## config.mk

```make
export PLATFORM = sky130hd
export DESIGN_NAME = bus_sequencer
export DESIGN_NICKNAME = d
export VERILOG_FILES = /design/src/rtl/bus_sequencer.sv
export SDC_FILE = /design/constraint.sdc
export NUM_CORES = 1
export LEC_CHECK = 0
export CAP_MARGIN = 40
export CELL_PAD_IN_SITES_DETAIL_PLACEMENT = 2
export CELL_PAD_IN_SITES_GLOBAL_PLACEMENT = 2
export CORE_MARGIN = 1
export CORE_UTILIZATION = 25
export DETAILED_ROUTE_END_ITERATION = 8
export PLACE_DENSITY = 0.84
export SETUP_SLACK_MARGIN = 0.05
export SYNTH_ARGS = -nofsm -noshare
export SYNTH_HDL_FRONTEND = slang
export SYNTH_SLANG_ARGS = --single-unit
```

## constraint.sdc

```tcl
create_clock -name clk -period 3.4 [get_ports clk]
set_input_delay 0.51 -clock clk [delete_from_list [all_inputs] [get_ports clk]]
set_output_delay 0.51 -clock clk [all_outputs]
set_load 0.01 [all_outputs]
```

## src/rtl/bus_sequencer.sv

```systemverilog
// Table-driven bus sequencer: walks a WRITE/POLL/DELAY/END program looked up by
// prog_idx and issues one single-beat transaction at a time on an AXI-lite style bus.
module bus_sequencer #(
    parameter int AW       = 32,
    parameter int DW       = 32,
    parameter int DEPTH    = 32,
    parameter int POLL_MAX = 1024,
    localparam int IW      = (DEPTH > 1) ? $clog2(DEPTH) : 1,
    localparam int PCW     = $clog2(POLL_MAX + 1)
) (
    input  logic          clk,
    input  logic          rst,
    input  logic          start,
    output logic [IW-1:0] prog_idx,
    input  logic [1:0]    op_type,
    input  logic [AW-1:0] op_addr,
    input  logic [DW-1:0] op_data,
    input  logic [DW-1:0] op_mask,
    output logic [AW-1:0] aw_addr,
    output logic          aw_valid,
    input  logic          aw_ready,
    output logic [DW-1:0] w_data,
    output logic          w_valid,
    input  logic          w_ready,
    input  logic [1:0]    b_resp,
    input  logic          b_valid,
    output logic          b_ready,
    output logic [AW-1:0] ar_addr,
    output logic          ar_valid,
    input  logic          ar_ready,
    input  logic [DW-1:0] r_data,
    input  logic [1:0]    r_resp,
    input  logic          r_valid,
    output logic          r_ready,
    output logic          busy,
    output logic          done,
    output logic          error,
    output logic [1:0]    err_code,
    output logic [IW-1:0] err_idx,
    output logic [DW-1:0] last_rdata
);

    localparam logic [3:0] S_IDLE  = 4'd0;
    localparam logic [3:0] S_EXEC  = 4'd1;
    localparam logic [3:0] S_WADDR = 4'd2;
    localparam logic [3:0] S_WRESP = 4'd3;
    localparam logic [3:0] S_RADDR = 4'd4;
    localparam logic [3:0] S_RRESP = 4'd5;
    localparam logic [3:0] S_DELAY = 4'd6;
    localparam logic [3:0] S_DONE  = 4'd7;
    localparam logic [3:0] S_ERR   = 4'd8;

    localparam logic [1:0] OP_WRITE = 2'b00;
    localparam logic [1:0] OP_POLL  = 2'b01;
    localparam logic [1:0] OP_DELAY = 2'b10;
    localparam logic [1:0] OP_END   = 2'b11;

    localparam logic [1:0] E_BRESP   = 2'b01;
    localparam logic [1:0] E_RRESP   = 2'b10;
    localparam logic [1:0] E_TIMEOUT = 2'b11;

    logic [3:0]     state_q, state_d;
    logic [IW-1:0]  prog_idx_q, prog_idx_d;
    logic           aw_valid_q, aw_valid_d;
    logic           w_valid_q, w_valid_d;
    logic           ar_valid_q, ar_valid_d;
    logic [AW-1:0]  aw_addr_q, aw_addr_d;
    logic [DW-1:0]  w_data_q, w_data_d;
    logic [AW-1:0]  ar_addr_q, ar_addr_d;
    logic [DW-1:0]  dly_q, dly_d;
    logic [PCW-1:0] poll_cnt_q, poll_cnt_d;
    logic [1:0]     err_code_q, err_code_d;
    logic [IW-1:0]  err_idx_q, err_idx_d;
    logic [DW-1:0]  last_rdata_q, last_rdata_d;
    logic           b_ready_q, r_ready_q, busy_q, done_q, error_q;

    logic           last_entry_s;
    logic [IW-1:0]  idx_next_s;
    logic [3:0]     adv_state_s;
    logic           poll_match_s;
    logic [PCW-1:0] poll_inc_s;

    // Advancing from the final entry ends the program instead of wrapping.
    assign last_entry_s = (prog_idx_q == IW'(DEPTH - 1));
    assign idx_next_s   = last_entry_s ? prog_idx_q : (prog_idx_q + IW'(1));
    assign adv_state_s  = last_entry_s ? S_DONE : S_EXEC;
    assign poll_match_s = (((r_data ^ op_data) & op_mask) == {DW{1'b0}});
    assign poll_inc_s   = poll_cnt_q + PCW'(1);

    // Next-state and datapath decode for the sequencer FSM.
    always_comb begin
        state_d      = state_q;
        prog_idx_d   = prog_idx_q;
        aw_valid_d   = aw_valid_q;
        w_valid_d    = w_valid_q;
        ar_valid_d   = ar_valid_q;
        aw_addr_d    = aw_addr_q;
        w_data_d     = w_data_q;
        ar_addr_d    = ar_addr_q;
        dly_d        = dly_q;
        poll_cnt_d   = poll_cnt_q;
        err_code_d   = err_code_q;
        err_idx_d    = err_idx_q;
        last_rdata_d = last_rdata_q;
        case (state_q)
            S_IDLE, S_DONE, S_ERR: begin
                if (start) begin
                    state_d    = S_EXEC;
                    prog_idx_d = {IW{1'b0}};
                    poll_cnt_d = {PCW{1'b0}};
                    err_code_d = 2'b00;
                end else begin
                    state_d = state_q;
                end
            end
            S_EXEC: begin
                case (op_type)
                    OP_WRITE: begin
                        state_d    = S_WADDR;
                        aw_valid_d = 1'b1;
                        w_valid_d  = 1'b1;
                        aw_addr_d  = op_addr;
                        w_data_d   = op_data;
                    end
                    OP_POLL: begin
                        state_d    = S_RADDR;
                        ar_valid_d = 1'b1;
                        ar_addr_d  = op_addr;
                    end
                    OP_DELAY: begin
                        state_d = S_DELAY;
                        dly_d   = op_data;
                    end
                    OP_END:  state_d = S_DONE;
                    default: state_d = S_DONE;
                endcase
            end
            S_WADDR: begin
                // Address and data channels retire independently; leave once both are taken.
                aw_valid_d = aw_valid_q & ~aw_ready;
                w_valid_d  = w_valid_q & ~w_ready;
                if ((!aw_valid_q || aw_ready) && (!w_valid_q || w_ready)) begin
                    state_d = S_WRESP;
                end else begin
                    state_d = S_WADDR;
                end
            end
            S_WRESP: begin
                if (b_valid && (b_resp == 2'b00)) begin
                    state_d    = adv_state_s;
                    prog_idx_d = idx_next_s;
                end else if (b_valid) begin
                    state_d    = S_ERR;
                    err_code_d = E_BRESP;
                    err_idx_d  = prog_idx_q;
                end else begin
                    state_d = S_WRESP;
                end
            end
            S_RADDR: begin
                if (ar_ready) begin
                    ar_valid_d = 1'b0;
                    state_d    = S_RRESP;
                end else begin
                    state_d = S_RADDR;
                end
            end
            S_RRESP: begin
                if (r_valid) begin
                    last_rdata_d = r_data;
                    if (r_resp != 2'b00) begin
                        state_d    = S_ERR;
                        err_code_d = E_RRESP;
                        err_idx_d  = prog_idx_q;
                    end else if (poll_match_s) begin
                        poll_cnt_d = {PCW{1'b0}};
                        state_d    = adv_state_s;
                        prog_idx_d = idx_next_s;
                    end else if (poll_inc_s == PCW'(POLL_MAX)) begin
                        poll_cnt_d = poll_inc_s;
                        state_d    = S_ERR;
                        err_code_d = E_TIMEOUT;
                        err_idx_d  = prog_idx_q;
                    end else begin
                        poll_cnt_d = poll_inc_s;
                        state_d    = S_EXEC;
                    end
                end else begin
                    state_d = S_RRESP;
                end
            end
            S_DELAY: begin
                if (dly_q == {DW{1'b0}}) begin
                    state_d    = adv_state_s;
                    prog_idx_d = idx_next_s;
                end else begin
                    dly_d = dly_q - DW'(1);
                end
            end
            default: state_d = S_IDLE;
        endcase
    end

    // State and output registers; handshake readies and flags are registered from state_d.
    always_ff @(posedge clk) begin
        if (rst) begin
            state_q      <= S_IDLE;
            prog_idx_q   <= {IW{1'b0}};
            aw_valid_q   <= 1'b0;
            w_valid_q    <= 1'b0;
            ar_valid_q   <= 1'b0;
            aw_addr_q    <= {AW{1'b0}};
            w_data_q     <= {DW{1'b0}};
            ar_addr_q    <= {AW{1'b0}};
            dly_q        <= {DW{1'b0}};
            poll_cnt_q   <= {PCW{1'b0}};
            err_code_q   <= 2'b00;
            err_idx_q    <= {IW{1'b0}};
            last_rdata_q <= {DW{1'b0}};
            b_ready_q    <= 1'b0;
            r_ready_q    <= 1'b0;
            busy_q       <= 1'b0;
            done_q       <= 1'b0;
            error_q      <= 1'b0;
        end else begin
            state_q      <= state_d;
            prog_idx_q   <= prog_idx_d;
            aw_valid_q   <= aw_valid_d;
            w_valid_q    <= w_valid_d;
            ar_valid_q   <= ar_valid_d;
            aw_addr_q    <= aw_addr_d;
            w_data_q     <= w_data_d;
            ar_addr_q    <= ar_addr_d;
            dly_q        <= dly_d;
            poll_cnt_q   <= poll_cnt_d;
            err_code_q   <= err_code_d;
            err_idx_q    <= err_idx_d;
            last_rdata_q <= last_rdata_d;
            b_ready_q    <= (state_d == S_WRESP);
            r_ready_q    <= (state_d == S_RRESP);
            busy_q       <= !((state_d == S_IDLE) || (state_d == S_DONE) || (state_d == S_ERR));
            done_q       <= (state_d == S_DONE);
            error_q      <= (state_d == S_ERR);
        end
    end

    assign prog_idx   = prog_idx_q;
    assign aw_addr    = aw_addr_q;
    assign aw_valid   = aw_valid_q;
    assign w_data     = w_data_q;
    assign w_valid    = w_valid_q;
    assign b_ready    = b_ready_q;
    assign ar_addr    = ar_addr_q;
    assign ar_valid   = ar_valid_q;
    assign r_ready    = r_ready_q;
    assign busy       = busy_q;
    assign done       = done_q;
    assign error      = error_q;
    assign err_code   = err_code_q;
    assign err_idx    = err_idx_q;
    assign last_rdata = last_rdata_q;

endmodule

```

==> results.yml <==
outcome:
  status: "complete, no violations"
sta:
  fmax_mhz: 336
  holdWs_ns: 0.456
  period_minus_slack_ns: 2.98
  setup-violations-final: 0
  rsz0062_at_grt: "false"
  fin_tns_setup_ns: 0
  slew_headroom_pct: 43.9
  post-route-period-util_pct: 87.5
  skew_ns: 0.0107
  maxSlewViolCount: 0
  worst_slew_pin_slew_ns: 0.841
  hold_viol: 0
hold_path:
  hold-path-endpoint: "last_rdata[27]"
  hp-start: "last_rdata[27]"
  min_path_cells: 2
  hold_path_class: "reg -> reg"
worst_setup_path:
  path_cells: "inv_1, ha_1, nor3b_1, nand4_1, buf_4, nor4_4, nand2b_1, and2_1, a2bb2oi_1, nor2_1"
  critPathMaxStageDelay_ns: 0.44
  critical_path.top_delay_family: "simple AND/OR/NAND/NOR gates"
  r2r_cells: 10
  crit_path_max_fanout: 10
  r2r_start: "dly_q[0]"
  critPathSlowestCell: "nor3b_1"
  path_buf_inv: 2
  worstSetupPathType: "reg -> reg"
  critical_path_arrival_ns: 3.29
  cp-start-kind: "flip-flop"
  setup.worst_path.end_class: "flip-flop"
  r2r_end: "dly_q[31]"
  required_ns: 3.72
  reg2reg_setup_slack_ns: 0.42
run:
  cap_viol_max_count: 0
global_routing:
  grt_pass1_wl_um: 58700
  grt_pass1_vias: 10100
  antenna_found_initial: 0
  track_usage_pct: 21.5
  grt_overflow_total: 0
  grt_max_degree: 98
layout:
  drive_gt1_share_pct: 5.24
  multi_input_area_sq_um: 4430
  final_core_util_pct: 37.6
  nets: 1527
  seq_area_sq_um: 3900
  finish.instance_area_sq_um: 12700
  diodes: 0
  area_growth_pct: 47.1
  finalNonFillerCells: 1841
  fillers: 3805
floorplan:
  die_x_um: 188
  dieArea_sq_um: 35200
  initial_core_util_pct: 25.6
  die_height_um: 188
  placeableCoreArea_sq_um: 33700
  rows: 67
  io_pins: 290
pwr:
  powerDensity_nw_per_um2: 598
  p_int_w: 0.00489
  clock_power_share_pct: 28.8
  power_switching_w: 0.00269
  netSwitchingFraction_pct: 35.5
  p_seq_share_pct: 35.3
  ir_drop_uv: 413
  p_leak_nw: 4.28
  comb_power_share_pct: 35.9
logic_synthesis:
  ys_seq_area_share_pct: 45.3
  synth-async-reset-ratio_pct: 0
  yosysWarnings: 0
  synth.most_common_cell: "nand2_1"
  netlist.area_leader.share_pct: 45.3
  syn_area_sq_um: 8610
  synth.distinct_cells: 60
  synth.area.top_cells: "dfxtp_1 (45%), nand2_1 (13%), a21oi_1 (9.8%), xor2_1 (4.1%), clkbuf_1 (2.9%)"
  yosys-top-cells-count: "nand2_1 (301), dfxtp_1 (195), a21oi_1 (168)"
  yosysTopAreaCell: "dfxtp_1"
  syn_avg_cell_area_sq_um: 7.71
  synth_edf_count: 0
  synth_cells: 1117
  yosys_most_used_dff: "dfxtp_1"
  synth_fp_nets: 1263
  ys_ff_latch: 195
cts:
  ctsHtreeMaxLevel: 4
  ctsResizeCount: 0
  clk_pin_slew_ns: 0.08
  numCtsBuffers: 17
  cts_tree: "done"
  clock_sinks: 195
  cts_setup_buffers: 0
  hold_buffers: 0
  clock_insertion_delay_worst_skew_ns: 0.45
  root_buffer: "clkbuf_16"
  clk_path_buf_depth: 2
detailed_routing:
  viasPerCell: 5.01
  firstDrtPassIters: 4
  drtAntennaViolNets: 0
  post-route-drc-count: 0
  wl_per_cell_um: 20.7
  wl_um: 38200
  drt_iter0_markers: 306
  dr_total_vias: 9222
placed_design:
  dp_cells: 1810
  placed_area_sq_um: 12100
  dp_hpwl_um: 27800
  io_buffers: 289
  gp_congestion: 0.798
metal layers:
layer | wire length, um | track usage (%) | up-vias
li1 | - | - | 4377
met1 | 16500 | 25.1 | 4551
met2 | 18400 | 37.4 | 262
met3 | 2630 | 6.89 | 32
met4 | 697 | 6.07 | 0
met5 | 0 | 0 | -
power by group through the flow:
| stage | sequential [W] | combinational, W | clock [W] |
|---|---|---|---|
| floorplan | 0.00274 | 0.00151 | 0 |
| CTS | 0.00268 | 0.00276 | 0.00225 |
| global route | 0.00270 | 0.00297 | 0.00234 |
| finish | 0.00268 | 0.00273 | 0.00218 |
| global placement | 0.00271 | 0.00262 | 0 |
| detailed placement | 0.00272 | 0.00273 | 0 |
sequential cells by signal (all words and copies together) (netlist names):
signal / flops
ar_valid: 1
busy: 1
err_code: 2
ar_addr: 32
aw_addr: 32
err_idx: 5
b_ready: 1
w_valid: 1
state_q: 4
prog_idx: 5
w_data: 32
last_rdata: 32
aw_valid: 1
dly_q: 32
error: 1
r_ready: 1
poll_cnt_q: 11
done: 1
stage by stage:
stage / power (W) / setup slack, ns
6_report: 0.00758 / 0.424
5_1_grt: 0.00801 / 0.0821
4_1_cts: 0.00769 / 0.396
3_5_place_dp: 0.00546 / 0.142
3_3_place_gp: 0.00533 / 0.232
2_1_floorplan: 0.00425 / 0.939
area by class of cell:
class	instances	area share, %
Timing Repair Buffer	315	24.7
Multi-Input combinational cell	841	34.9
Inverter	11	0.326
Clock buffer	22	3.58
Clock inverter	9	1.20
Tap cell	448	4.42
Sequential cell	195	30.8
cells in the final DEF, fill, tap and decap left out, types with 7 or more instances in the layout:
cell	synthesis	layout
a211oi_1	11	11
nand2_1	301	301
dfxtp_1	195	195
clkdlybuf4s50_1	0	288
a21oi_1	168	168
nand2b_1	9	9
a22oi_1	26	26
inv_1	11	11
o21ai_0	49	49
nand4_1	11	11
nand3_1	19	19
nor3_1	23	21
a2bb2oi_1	7	7
nor2_1	64	64
clkbuf_16	0	17
xor2_1	40	40
buf_4	0	23
nor4_1	8	8
worst max path at each step:
stage | start | to | slack [ns] | cells past startpoint
final | dly_q[0] | dly_q[31] | 0.42 | 10
after global routing | dly_q[0] | dly_q[8] | 0.08 | 10
after CTS | dly_q[0] | dly_q[31] | 0.40 | 10
after detailed placement | op_data[8] | r_ready | 0.14 | 9
after global placement | op_data[18] | busy | 0.23 | 8
after floorplan | dly_q[20] | dly_q[29] | 0.94 | 7
cells by family after synthesis:
| family | Yosys count | share of synthesized area, % |
|---|---|---|
| buffers and inverters | 81 | 3.56 |
| flip-flops | 195 | 45.3 |
| AO/OA/AOI/OAI | 306 | 20.7 |
| AND/OR/NAND/NOR | 483 | 24.9 |
| XOR/XNOR | 44 | 4.47 |
| adder cells (fa/ha/maj) | 4 | 0.581 |
| multiplexers | 4 | 0.479 |
worst min-delay path: stages, from the launching register on:
cell and delay [ns]:
dfxtp_1 0.31, nand2_1 0.05, a21oi_1 0.05
Power figures use the tool's default switching activity.
